File: src/rtl/memory_access_stage.sv
// memory_access_stage -- MEM stage of the pipelined RV32I core.
//
// Takes the EX/MEM register outputs, runs loads/stores over a req/ack data
// bus with byte lanes, sign/zero-extends load data, stalls upstream while an
// access is outstanding and holds the MEM/WB pipeline register.
//
// Parameter:
//   TIMEOUT_CYCLES  stall cycles before an unacknowledged access is aborted
//                   (0 = wait forever)
// Optional build macro:
//   MISALIGN_TRAP_EN  misaligned H/W accesses are suppressed and reported on
//                     o_MisalignW instead of going to the bus
//
// Ports:
//   i_Clk, i_Reset (async, active-low)
//   EX/MEM in : i_ALUResultM, i_WriteDataM, i_RdM, i_PCPlus4M, i_RegWriteM,
//               i_MemReadM, i_MemWriteM, i_Funct3M, i_ResultSrcM
//   bus       : o_MemReq, o_MemWe, o_MemAddr, o_MemWData, o_MemBe,
//               i_MemRData, i_MemAck
//   control   : o_StallM
//   MEM/WB out: o_ResultW, o_RdW, o_RegWriteW, o_BusErrW (, o_MisalignW)
//
// FSM states:
//   state  | meaning
//   S_IDLE | no access outstanding; a new access may complete with zero wait
//   S_WAIT | access issued, waiting for i_MemAck or timeout
module memory_access_stage #(
   parameter int unsigned TIMEOUT_CYCLES = 255
) (
   input  logic        i_Clk,
   input  logic        i_Reset,
   input  logic [31:0] i_ALUResultM,
   input  logic [31:0] i_WriteDataM,
   input  logic [4:0]  i_RdM,
   input  logic [31:0] i_PCPlus4M,
   input  logic        i_RegWriteM,
   input  logic        i_MemReadM,
   input  logic        i_MemWriteM,
   input  logic [2:0]  i_Funct3M,
   input  logic [1:0]  i_ResultSrcM,
   output logic        o_MemReq,
   output logic        o_MemWe,
   output logic [31:0] o_MemAddr,
   output logic [31:0] o_MemWData,
   output logic [3:0]  o_MemBe,
   input  logic [31:0] i_MemRData,
   input  logic        i_MemAck,
   output logic        o_StallM,
   output logic [31:0] o_ResultW,
   output logic [4:0]  o_RdW,
   output logic        o_RegWriteW,
   output logic        o_BusErrW
`ifdef MISALIGN_TRAP_EN
   ,
   output logic        o_MisalignW
`endif
);

   localparam int CNT_W = (TIMEOUT_CYCLES < 2) ? 1 : $clog2(TIMEOUT_CYCLES + 1);

   typedef enum logic {S_IDLE, S_WAIT} state_t;

   state_t           state_q, state_d;
   logic [CNT_W-1:0] cnt_q, cnt_d;
   logic             acc, misalign, req_int, timeout_hit;
   logic [1:0]       lane;
   logic             is_byte, is_half;
   logic [3:0]       st_be;
   logic [7:0]       ld_byte;
   logic [15:0]      ld_half;
   logic [31:0]      ld_data, result_mux;

   assign acc     = i_MemReadM | i_MemWriteM;
   assign lane    = i_ALUResultM[1:0];
   // funct3[1:0]: 00 byte, 01 half, anything else (incl. undefined) is a word
   assign is_byte = (i_Funct3M[1:0] == 2'b00);
   assign is_half = (i_Funct3M[1:0] == 2'b01);

`ifdef MISALIGN_TRAP_EN
   assign misalign = acc & ((is_half & lane[0]) | (~is_byte & ~is_half & (lane != 2'b00)));
`else
   assign misalign = 1'b0;
`endif

   assign req_int = acc & ~misalign;

   // Ack arriving in the timeout cycle completes the access normally
   assign timeout_hit = (TIMEOUT_CYCLES != 0) && (state_q == S_WAIT) &&
                        (cnt_q == CNT_W'(TIMEOUT_CYCLES)) && !i_MemAck;

   always_ff @(posedge i_Clk or negedge i_Reset) begin
      if (!i_Reset) begin
         state_q <= S_IDLE;
         cnt_q   <= '0;
      end else begin
         state_q <= state_d;
         cnt_q   <= cnt_d;
      end
   end

   // Counter holds the number of stall cycles already spent on this access,
   // so the abort lands after exactly TIMEOUT_CYCLES stalled cycles.
   always_comb begin
      state_d  = state_q;
      cnt_d    = '0;
      o_StallM = 1'b0;
      case (state_q)
         S_IDLE:  if (req_int && !i_MemAck) state_d = S_WAIT;
         S_WAIT:  if (i_MemAck || timeout_hit) state_d = S_IDLE;
         default: state_d = S_IDLE;
      endcase
      if (state_d == S_WAIT) cnt_d = cnt_q + 1'b1;
      // Gating with i_Reset lets the async reset release the bus immediately
      o_StallM = req_int & ~i_MemAck & ~timeout_hit & i_Reset;
   end

   assign o_MemReq  = req_int & i_Reset;
   assign o_MemWe   = i_MemWriteM;
   assign o_MemAddr = {i_ALUResultM[31:2], 2'b00};

   always_comb begin
      st_be      = 4'b1111;
      o_MemWData = i_WriteDataM;
      if (is_byte) begin
         st_be      = 4'b0001 << lane;
         o_MemWData = {4{i_WriteDataM[7:0]}};
      end else if (is_half) begin
         st_be      = 4'b0011 << {lane[1], 1'b0};
         o_MemWData = {2{i_WriteDataM[15:0]}};
      end
      if (i_MemReadM)       o_MemBe = 4'b1111;
      else if (i_MemWriteM) o_MemBe = st_be;
      else                  o_MemBe = 4'b0000;
   end

   always_comb begin
      case (lane)
         2'd0:    ld_byte = i_MemRData[7:0];
         2'd1:    ld_byte = i_MemRData[15:8];
         2'd2:    ld_byte = i_MemRData[23:16];
         default: ld_byte = i_MemRData[31:24];
      endcase
      ld_half = lane[1] ? i_MemRData[31:16] : i_MemRData[15:0];
      case (i_Funct3M)
         3'b000:  ld_data = {{24{ld_byte[7]}}, ld_byte};
         3'b001:  ld_data = {{16{ld_half[15]}}, ld_half};
         3'b100:  ld_data = {24'd0, ld_byte};
         3'b101:  ld_data = {16'd0, ld_half};
         default: ld_data = i_MemRData;
      endcase
      case (i_ResultSrcM)
         2'b01:   result_mux = ld_data;
         2'b10:   result_mux = i_PCPlus4M;
         default: result_mux = i_ALUResultM;
      endcase
   end

   always_ff @(posedge i_Clk or negedge i_Reset) begin
      if (!i_Reset) begin
         o_ResultW   <= '0;
         o_RdW       <= '0;
         o_RegWriteW <= 1'b0;
         o_BusErrW   <= 1'b0;
      end else if (o_StallM) begin
         o_RegWriteW <= 1'b0;
         o_BusErrW   <= 1'b0;
      end else begin
         o_ResultW   <= result_mux;
         o_RdW       <= i_RdM;
         o_RegWriteW <= i_RegWriteM & ~timeout_hit & ~misalign;
         o_BusErrW   <= timeout_hit;
      end
   end

`ifdef MISALIGN_TRAP_EN
   always_ff @(posedge i_Clk or negedge i_Reset) begin
      if (!i_Reset)      o_MisalignW <= 1'b0;
      else if (o_StallM) o_MisalignW <= 1'b0;
      else               o_MisalignW <= misalign;
   end
`endif

endmodule

File: config.mk
export PLATFORM = sky130hd
export DESIGN_NAME = memory_access_stage
export DESIGN_NICKNAME = d
export VERILOG_FILES = /design/src/rtl/memory_access_stage.sv
export SDC_FILE = /design/constraint.sdc
export NUM_CORES = 1
export LEC_CHECK = 0
export ABC_AREA = 1
export ABC_CLOCK_PERIOD_IN_PS = 2800
export CAP_MARGIN = 15
export CORE_MARGIN = 2
export CORE_UTILIZATION = 29
export DETAILED_ROUTE_END_ITERATION = 10
export PLACE_DENSITY = 0.67
export SLEW_MARGIN = 20
export SYNTH_ARGS = -nofsm -noshare
export SYNTH_HDL_FRONTEND = slang
export SYNTH_SLANG_ARGS = --single-unit
File: constraint.sdc
create_clock -name i_Clk -period 2.8 [get_ports i_Clk]
set_input_delay 0.7 -clock i_Clk [delete_from_list [all_inputs] [get_ports i_Clk]]
set_output_delay 0.7 -clock i_Clk [all_outputs]
set_load 0.05 [all_outputs]
[After elaboration in Yosys (flattened, before gate mapping)]
Cells that the tools add are included.
W data, S select, Z words.
Storage, ports and cells
  flip-flop bits (word level): 48
  bits of input ports: 144
  output and inout bits: 110
  logic and storage cells: 51
Cells by class
  $add $sub $neg: 1
  equality and inequality tests: 9
  shifts and indexed selects: 2
  multiplexer cells: 16
  bitwise operators: 9
  reductions and logical operators: 8
Operators by type and width (number)
  $pmux W32 S4: 1
  $mux W32: 2
  $pmux W32 S2: 1
  $pmux W8 S3: 1
  $mux W16: 1
  $mux W4: 4
  $add A8 B1 Y8 const B: 1
  $eq A8 B8 Y1 const B: 1
  $mux W8: 1
  $eq A2 B1 Y1 const B: 3
  $eq A3 B3 Y1 const B: 2
  $and A1 B1 Y1: 5
  $eq A2 B2 Y1 const B: 2
  $logic_not A2 Y1: 2
  $mux W1: 4
  $shl A1 B2 Y4 const A: 1
  $shl A2 B2 Y4 const A: 1
  $eq A3 B1 Y1 const B: 1
  $logic_and A1 B1 Y1: 3
  $logic_not A3 Y1: 1
  $not A1 Y1: 3
  $pmux W1 S2: 1
  $logic_not A1 Y1: 1
  $logic_or A1 B1 Y1: 1
  $or A1 B1 Y1: 1

[Depth between registers and ports, before layout]
Gate-level depths: netlist (run 1).
  depth after elaboration: 7
  mapped depth: 11
  mapped depth without buffers: 11

[Least setup slack after synthesis (run 1)]
No wires, ideal clock.
  kind: input to output
  start point: input port i_MemWriteM
  end point: output port o_StallM
  arrival time: 2.334 ns
  required time: 2.100 ns
  path slack: -0.234 ns
  stages on the path: 5
  buffers on the path: 1
  path through: nor2_1 -> nor2_1 -> nand3_2 -> inv_2 -> clkbuf_1
Between the ends
  cells in the longest elaborated chain, start to end: 4
RTL lines
  start: declaration: line 38  | input logic i_MemWriteM,
  $or A1 B1 Y1: line 73  | assign acc = i_MemReadM | i_MemWriteM;
  $and A1 B1 Y1 (3 in a row): line 114  | o_StallM = req_int & ~i_MemAck & ~timeout_hit & i_Reset;
  end: declaration: line 48  | output logic o_StallM,
No other way between the ends.

[Worst setup path after layout (run 1)]
  start point: input port i_Funct3M[0]
  end point: output port o_MemBe[3]
Between the ends
  cells in the longest elaborated chain, start to end: 5
  elaborated cells on any way between the ends: 6
  those cells by class: eq/ne: 1; mux: 4; reduce/logical: 1
RTL lines
  start: declaration: line 39  | input logic [2:0] i_Funct3M,
  $eq A2 B1 Y1: line 77  | assign is_half = (i_Funct3M[1:0] == 2'b01);
  $mux W4: line 127  | end else if (is_half) begin
  $mux W4 *: line 124  | if (is_byte) begin
  $mux W4 *: line 132  | else if (i_MemWriteM) o_MemBe = st_be;
  $mux W4 *: line 131  | if (i_MemReadM) o_MemBe = 4'b1111;
  end: declaration: line 45  | output logic [3:0] o_MemBe,
Mark *: on every way between the ends. The rest lies on a longest branch, timed or not.

==> reports/summary.txt, run 1 <==
DR WL/cell -> 15.5 um
Largest voltage drop on the vdd net -> 0.288 mV
Required arrival time at the worst endpoint -> 2.10 ns
Fraction of layout instances using a drive strength above 1 -> 19.3%
Setup TNS after final layout -> 0 ns
Total die area -> 15300 sq um
Setup slack at placement -> 0.0596 ns
Startpoint type of the worst setup path -> primary input
CTS max path bufs -> 2
Buffer cell driving the clock tree root -> sky130_fd_sc_hd__clkbuf_16
Rows -> 43
Longest individual stage delay on the worst path -> 0.49 ns
Largest delay share family, worst path -> buffers and inverters
Io pins -> 254
Crit-path cells -> clkdlybuf4s50_1 -> inv_2 -> nand2_4 -> inv_1 -> buf_12 -> o21ai_0 -> nand3_1 -> nand2_1 -> buf_4
Maximum level of the CTS H-tree -> 2
Vias per cell -> 4.54
Mean cell area of the mapped netlist -> 6.33 sq um
Width of the die -> 124 um
Post-detailed-route DRC marker count -> 0
Antenna Nets Post-Route -> 0
Post-synth design cell area -> 4150 sq um
Unrepaired setup endpoints after global routing -> no
EDFF count, synth -> 0
Maximum clock rate -> 370 MHz
Max Cap Violations -> 0
Total area of multi-input combinational cells -> 2240 sq um
Cell count after synthesis -> 656
TritonCTS clock tree -> yes
Seq. cell area -> 1200 sq um
Final setup violation count -> 0
Area of the core region -> 13900 sq um
Gp weighted congestion -> 0.887
Fraction of synthesized area in multiplexers -> 0%
Buf+Inv Stages, Crit Path -> 5
Yosys synthesis warning count -> 0
DR vias -> 4748
Clock latency on the worst-skew pair -> 0.29 ns
Aggregate routed wire length -> 16.2 mm
Design Area, Final -> 7320 sq um
Die Span Y -> 124 um
Synth Area in Simple Gates -> 39.6%
Initial DRC Count -> 254
Category of the most critical setup path -> primary input to output port
Critical Path Sink Type -> output port
CTS Hold Buffers Added -> 0
Part of the cycle the worst path needs -> 96.6%
Clock Skews -> 0.00456 ns
CP max stage cell -> sky130_fd_sc_hd__clkdlybuf4s50_1
Total congestion overflow after global routing -> 0
Slew at the pin closest to its max-slew limit -> 0.781 ns
Detailed-placement wirelength estimate -> 12.8 mm
Top flip-flop cell by instance count after synthesis -> sky130_fd_sc_hd__dfrtp_1
Nets -> 1011
Setup ws final -> 0.0956 ns
Total GRT Usage -> 20.8%
Endpoint arrival time on the critical path -> 2.00 ns
Time the final worst path needs with I/O delays and setup -> 2.70 ns
Fraction of the mapped netlist area in adder cells -> 0.904%
Pin count of the biggest net entering global routing -> 49
Antenna violations before repair -> 1
Clock sink count -> 48
Layout area overhead -> 76.1%
Buffers added on ports -> 251
Complex-gate fraction of the synthesized area -> 13.0%
Worst Hold Margin -> 0.464 ns
Standby leakage power -> 3.52 nW
Distinct cell type count after synthesis -> 36
CTS Buf Count -> 5
Vias in the first global route -> 4545
Endpoints failing hold -> 0
Post-CTS Setup Inserts -> 0
Xor and xnor area share after synthesis -> 0.211%
Initial DRT Pass Iterations -> 4
Global-route wire length before repair -> 24.5 mm
Result of the run -> finished, final reports clean
Max Transition Viols Final -> 0
Effective utilization at floorplan -> 29.8%
Maximum fanout encountered on the critical timing path -> 17
Total power divided by cell area -> 447 nW/um^2
Post-synthesis register bit count -> 48
Standard cell area after detailed placement -> 7100 sq um
Combinational family with the most area after synthesis -> simple AND/OR/NAND/NOR gates
Part of the Yosys area used for sequential elements -> 28.9%
Fill cells -> 1358
Clock transition time at the flip-flop clock pins of the worst setup and hold paths -> 0.07 ns
Synth async-reset ratio -> 100%
Worst hold path type -> flop to flop
Max-Slew Margin vs Limit -> 47.9%
[where the power goes]
part / total (W) / switching, W / internal, W
logic: 0.00165 / 0.000960 / 0.000687
clock network: 0.000803 / 0.000287 / 0.000516
registers: 0.000820 / 0.0000456 / 0.000775
total: 0.00327 / 0.00129 / 0.00198
[cell families (layout without fill, tap and decap cells)]
family,after synthesis,after routing
buffers and inverters,130,338
and+or+nand+nor,384,384
AOI/OAI and AO/OA,89,89
DFF,48,48
xor gates and xnor gates,1,1
adders and majority gates,3,3
other,1,3
[synth_stat cells, drive strengths merged (6+ instances only)]
master / count / area, sq um
nand3: 24 / 143
dfrtp: 48 / 1200
clkinv: 6 / 22.5
nand2: 275 / 1070
or2: 29 / 181
buf: 58 / 442
a21oi: 42 / 214
nor2: 46 / 183
o21ai: 22 / 110
o211ai: 23 / 200
clkbuf: 16 / 60.1
inv: 50 / 195
[routing by layer]
layer	global-route usage, %	share of wire, %	up-vias
met5	0	0	-
met4	5.11	2.1	0
met3	5.17	8.0	24
met2	34.4	47	185
met1	27.3	43	2118
li1	-	-	2421
[placed cells by master (no fill, tap or decap), types with 2 or more instances in the layout]
cell,Yosys,layout
sky130_fd_sc_hd__or2_2,29,29
sky130_fd_sc_hd__buf_12,0,56
sky130_fd_sc_hd__o211ai_4,2,2
sky130_fd_sc_hd__nor3b_1,3,3
sky130_fd_sc_hd__buf_4,44,34
sky130_fd_sc_hd__o211ai_1,21,21
sky130_fd_sc_hd__inv_1,36,35
sky130_fd_sc_hd__o21ai_1,5,13
sky130_fd_sc_hd__nand2_2,11,11
sky130_fd_sc_hd__nand4_1,2,2
sky130_fd_sc_hd__dlymetal6s2s_1,0,3
sky130_fd_sc_hd__nand3_1,21,21
sky130_fd_sc_hd__o21ai_0,17,9
sky130_fd_sc_hd__nand2_1,262,262
sky130_fd_sc_hd__nor3_1,3,3
sky130_fd_sc_hd__ha_1,3,3
sky130_fd_sc_hd__dfrtp_1,48,48
sky130_fd_sc_hd__nor2_2,1,2
sky130_fd_sc_hd__nand2_4,2,2
sky130_fd_sc_hd__conb_1,1,2
sky130_fd_sc_hd__nand3_2,2,2
sky130_fd_sc_hd__bufinv_16,0,2
sky130_fd_sc_hd__clkbuf_16,0,6
sky130_fd_sc_hd__clkdlybuf4s50_1,0,178
sky130_fd_sc_hd__a21oi_1,41,41
sky130_fd_sc_hd__inv_4,3,3
sky130_fd_sc_hd__nor2_1,44,43
sky130_fd_sc_hd__clkinv_1,6,6
sky130_fd_sc_hd__inv_2,11,12
[final cells by class]
class | count | share of cell area [%]
clock buffers | 5 | 1.71
well taps | 180 | 3.08
repair buffers | 274 | 44.2
clock inverters | 3 | 0.940
flip-flops and latches | 48 | 16.4
inverters | 56 | 2.98
diodes | 1 | 0.0342
multi-input cells | 479 | 30.6
[final timing paths]
kind / from / endpoint / slack, ns / cells past startpoint
min in group asynchronous: i_Reset / o_RdW[4] / 0.59 / 2
max in group asynchronous: i_Reset / o_ResultW[31] / 1.77 / 2
hold reg to reg: cnt_q[0] / cnt_q[0] / 0.46 / 1
setup / recovery: i_Funct3M[0] / o_MemBe[3] / 0.1 / 9
hold / removal: cnt_q[0] / cnt_q[0] / 0.46 / 1
setup reg to reg: cnt_q[0] / o_ResultW[8] / 0.87 / 10
[through the flow]
step | instances | power (W) | util (%)
final | 1046 | 0.00327 | 52.5
after global routing | 1046 | 0.00343 | 52.5
after CTS | 1045 | 0.00331 | 52.4
after detailed placement | 1037 | 0.00249 | 51.0
after global placement | 1037 | 0.00248 | 51.0
after floorplan | 657 | 0.00176 | -
[registers in the layout, indices dropped and copies added, names as in the netlist]
name and cells:
cnt_q 8, o_BusErrW 1, o_RdW 5, o_RegWriteW 1
o_ResultW 32, state_q 1
[repair_timing]
| item | 4_1_cts | 5_1_grt |
|---|---|---|
| resized for setup | 0 | 7 |
| setup endpoints to repair | 0 | 3 |
| endpoints found under the hold margin | 0 | 0 |
Power figures use the tool's default switching activity.
==> run 2, diff against run 1 <==
- CORE_MARGIN: 2 -> unset
- MAX_ROUTING_LAYER: unset -> met4
==> reports/summary.txt, run 2 (same netlist as run 1, synthesis figures left out) <==
Io pins -> 254
Reg-to-Reg Start -> cnt_q[0]
Die Span Y -> 122 um
Total power divided by cell area -> 428 nW/um^2
CTS max path bufs -> 2
Layout area overhead -> 75.2%
Tot Pwr -> 0.00312 W
Vias per cell -> 4.54
Clock Skews -> 0.00413 ns
Effective utilization at floorplan -> 29.8%
Register bank with the most flops -> o_ResultW
Nets -> 1009
Antenna violations before repair -> 0
Detailed-placement wirelength estimate -> 12.7 mm
Standby leakage power -> 3.49 nW
Rows -> 43
Clock latency on the worst-skew pair -> 0.29 ns
Max-Slew Margin vs Limit -> 57.0%
Area of the core region -> 13900 sq um
Number of instances resized during post-cts repair -> 1
Antenna Nets Post-Route -> 0
Most frequent cells in the layout -> 262 x sky130_fd_sc_hd__nand2_1, 178 x sky130_fd_sc_hd__clkdlybuf4s50_1, 59 x sky130_fd_sc_hd__buf_12, 48 x sky130_fd_sc_hd__dfrtp_1, 43 x sky130_fd_sc_hd__nor2_1
Category of the most critical setup path -> primary input to output port
Most frequent standard cell in the layout excluding fill and tap cells -> sky130_fd_sc_hd__nand2_1
Maximum fanout encountered on the critical timing path -> 5
Max Cap Violations -> 0
CTS Hold Buffers Added -> 0
Max Transition Viols Final -> 0
CTS Buf Count -> 5
Clock transition time at the flip-flop clock pins of the worst setup and hold paths -> 0.07 ns
Required arrival time at the worst endpoint -> 2.10 ns
Result of the run -> finished, final reports clean
Number of flip-flops under the largest register name -> 32
CP max stage cell -> sky130_fd_sc_hd__clkdlybuf4s50_1
Initial DRT Pass Iterations -> 5
Longest individual stage delay on the worst path -> 0.62 ns
Fraction of layout instances using a drive strength above 1 -> 19.0%
Count of placed standard cells in the final layout, fillers left out -> 1043
Startpoint type of the worst setup path -> primary input
Regs by FF count -> o_ResultW (32), cnt_q (8), o_RdW (5)
DR vias -> 4732
Buffers added on ports -> 251
Setup TNS after final layout -> 0 ns
Maximum level of the CTS H-tree -> 2
Crit-path cells -> clkdlybuf4s50_1 -> a21oi_1 -> o21ai_0 -> buf_12
Clock sink count -> 48
Total die area -> 14800 sq um
Design Area, Final -> 7280 sq um
Part of the cycle the worst path needs -> 93.7%
Endpoint arrival time on the critical path -> 1.92 ns
Endpoints failing hold -> 0
Cell count after placement -> 1035
Standard cell area after detailed placement -> 7110 sq um
Initial DRC Count -> 271
Slew at the pin closest to its max-slew limit -> 0.641 ns
Width of the die -> 122 um
Largest voltage drop on the vdd net -> 0.287 mV
Gp weighted congestion -> 0.905
Aggregate routed wire length -> 16.0 mm
Source of the critical timing path -> i_ALUResultM[0]
Worst min-delay path startpoint -> cnt_q[0]
Global-route wire length before repair -> 24.9 mm
Total congestion overflow after global routing -> 0
TritonCTS clock tree -> yes
Post-detailed-route DRC marker count -> 0
Unrepaired setup endpoints after global routing -> no
Maximum clock rate -> 381 MHz
Time the final worst path needs with I/O delays and setup -> 2.62 ns
Share of the core filled with cells -> 52.2%
Buffer cell driving the clock tree root -> sky130_fd_sc_hd__clkbuf_16
Pin count of the biggest net entering global routing -> 49
Critical Path Sink Type -> output port
Vias in the first global route -> 4669
Final setup violation count -> 0
Worst hold path type -> flop to flop
Total GRT Usage -> 22.4%
DR WL/cell -> 15.4 um
Post-CTS Setup Inserts -> 0
Diodes inserted -> 0
run 2: layout make-up:
type                            instances  area (sq um)
Multi-Input combinational cell        479          2240
Tap cell                              180           225
Clock inverter                          2          15.0
Timing Repair Buffer                  272          3240
Clock buffer                            6           139
Sequential cell                        48          1200
Inverter                               56           218
Fill cell                            1357          6660
run 2: report_power, final:
part,leakage (nW),internal (W),switching (W)
combinational,2.83,0.000689,0.000965
sequential,0.593,0.000775,0.0000452
clock,0.0691,0.000356,0.000287
total,3.49,0.00182,0.00130
run 2: worst paths after layout:
kind	to	slack [ns]	cells past startpoint
worst min-delay path	cnt_q[0]	0.46	1
worst max-delay path	o_MemBe[1]	0.18	4
worst max register to register	o_ResultW[26]	0.91	10
max in group asynchronous	o_ResultW[16]	1.82	2
min in group asynchronous	o_RdW[2]	0.57	2
worst min register to register	cnt_q[0]	0.46	1
run 2: per-layer routing:
layer	global-route usage [%]	up-vias	part of all wire (%)
li1	-	2419	-
met1	28.6	2091	44
met2	36.2	194	47
met3	3.89	28	5.9
met4	6.48	0	2.4
met5	-	-	0
run 2: critical path, delay by kind of cell:
family | cells | cell delay, ns
AOI/OAI and AO/OA | 2 | 0.42
buffers and inverters | 2 | 0.81
run 2: through the flow:
step,setup WS (ns),hold WS (ns)
floorplan,-0.168,0.404
global route,0.0719,0.477
global placement,-0.0194,0.443
finish,0.177,0.458
CTS,0.0148,0.454
detailed placement,-0.0260,0.445
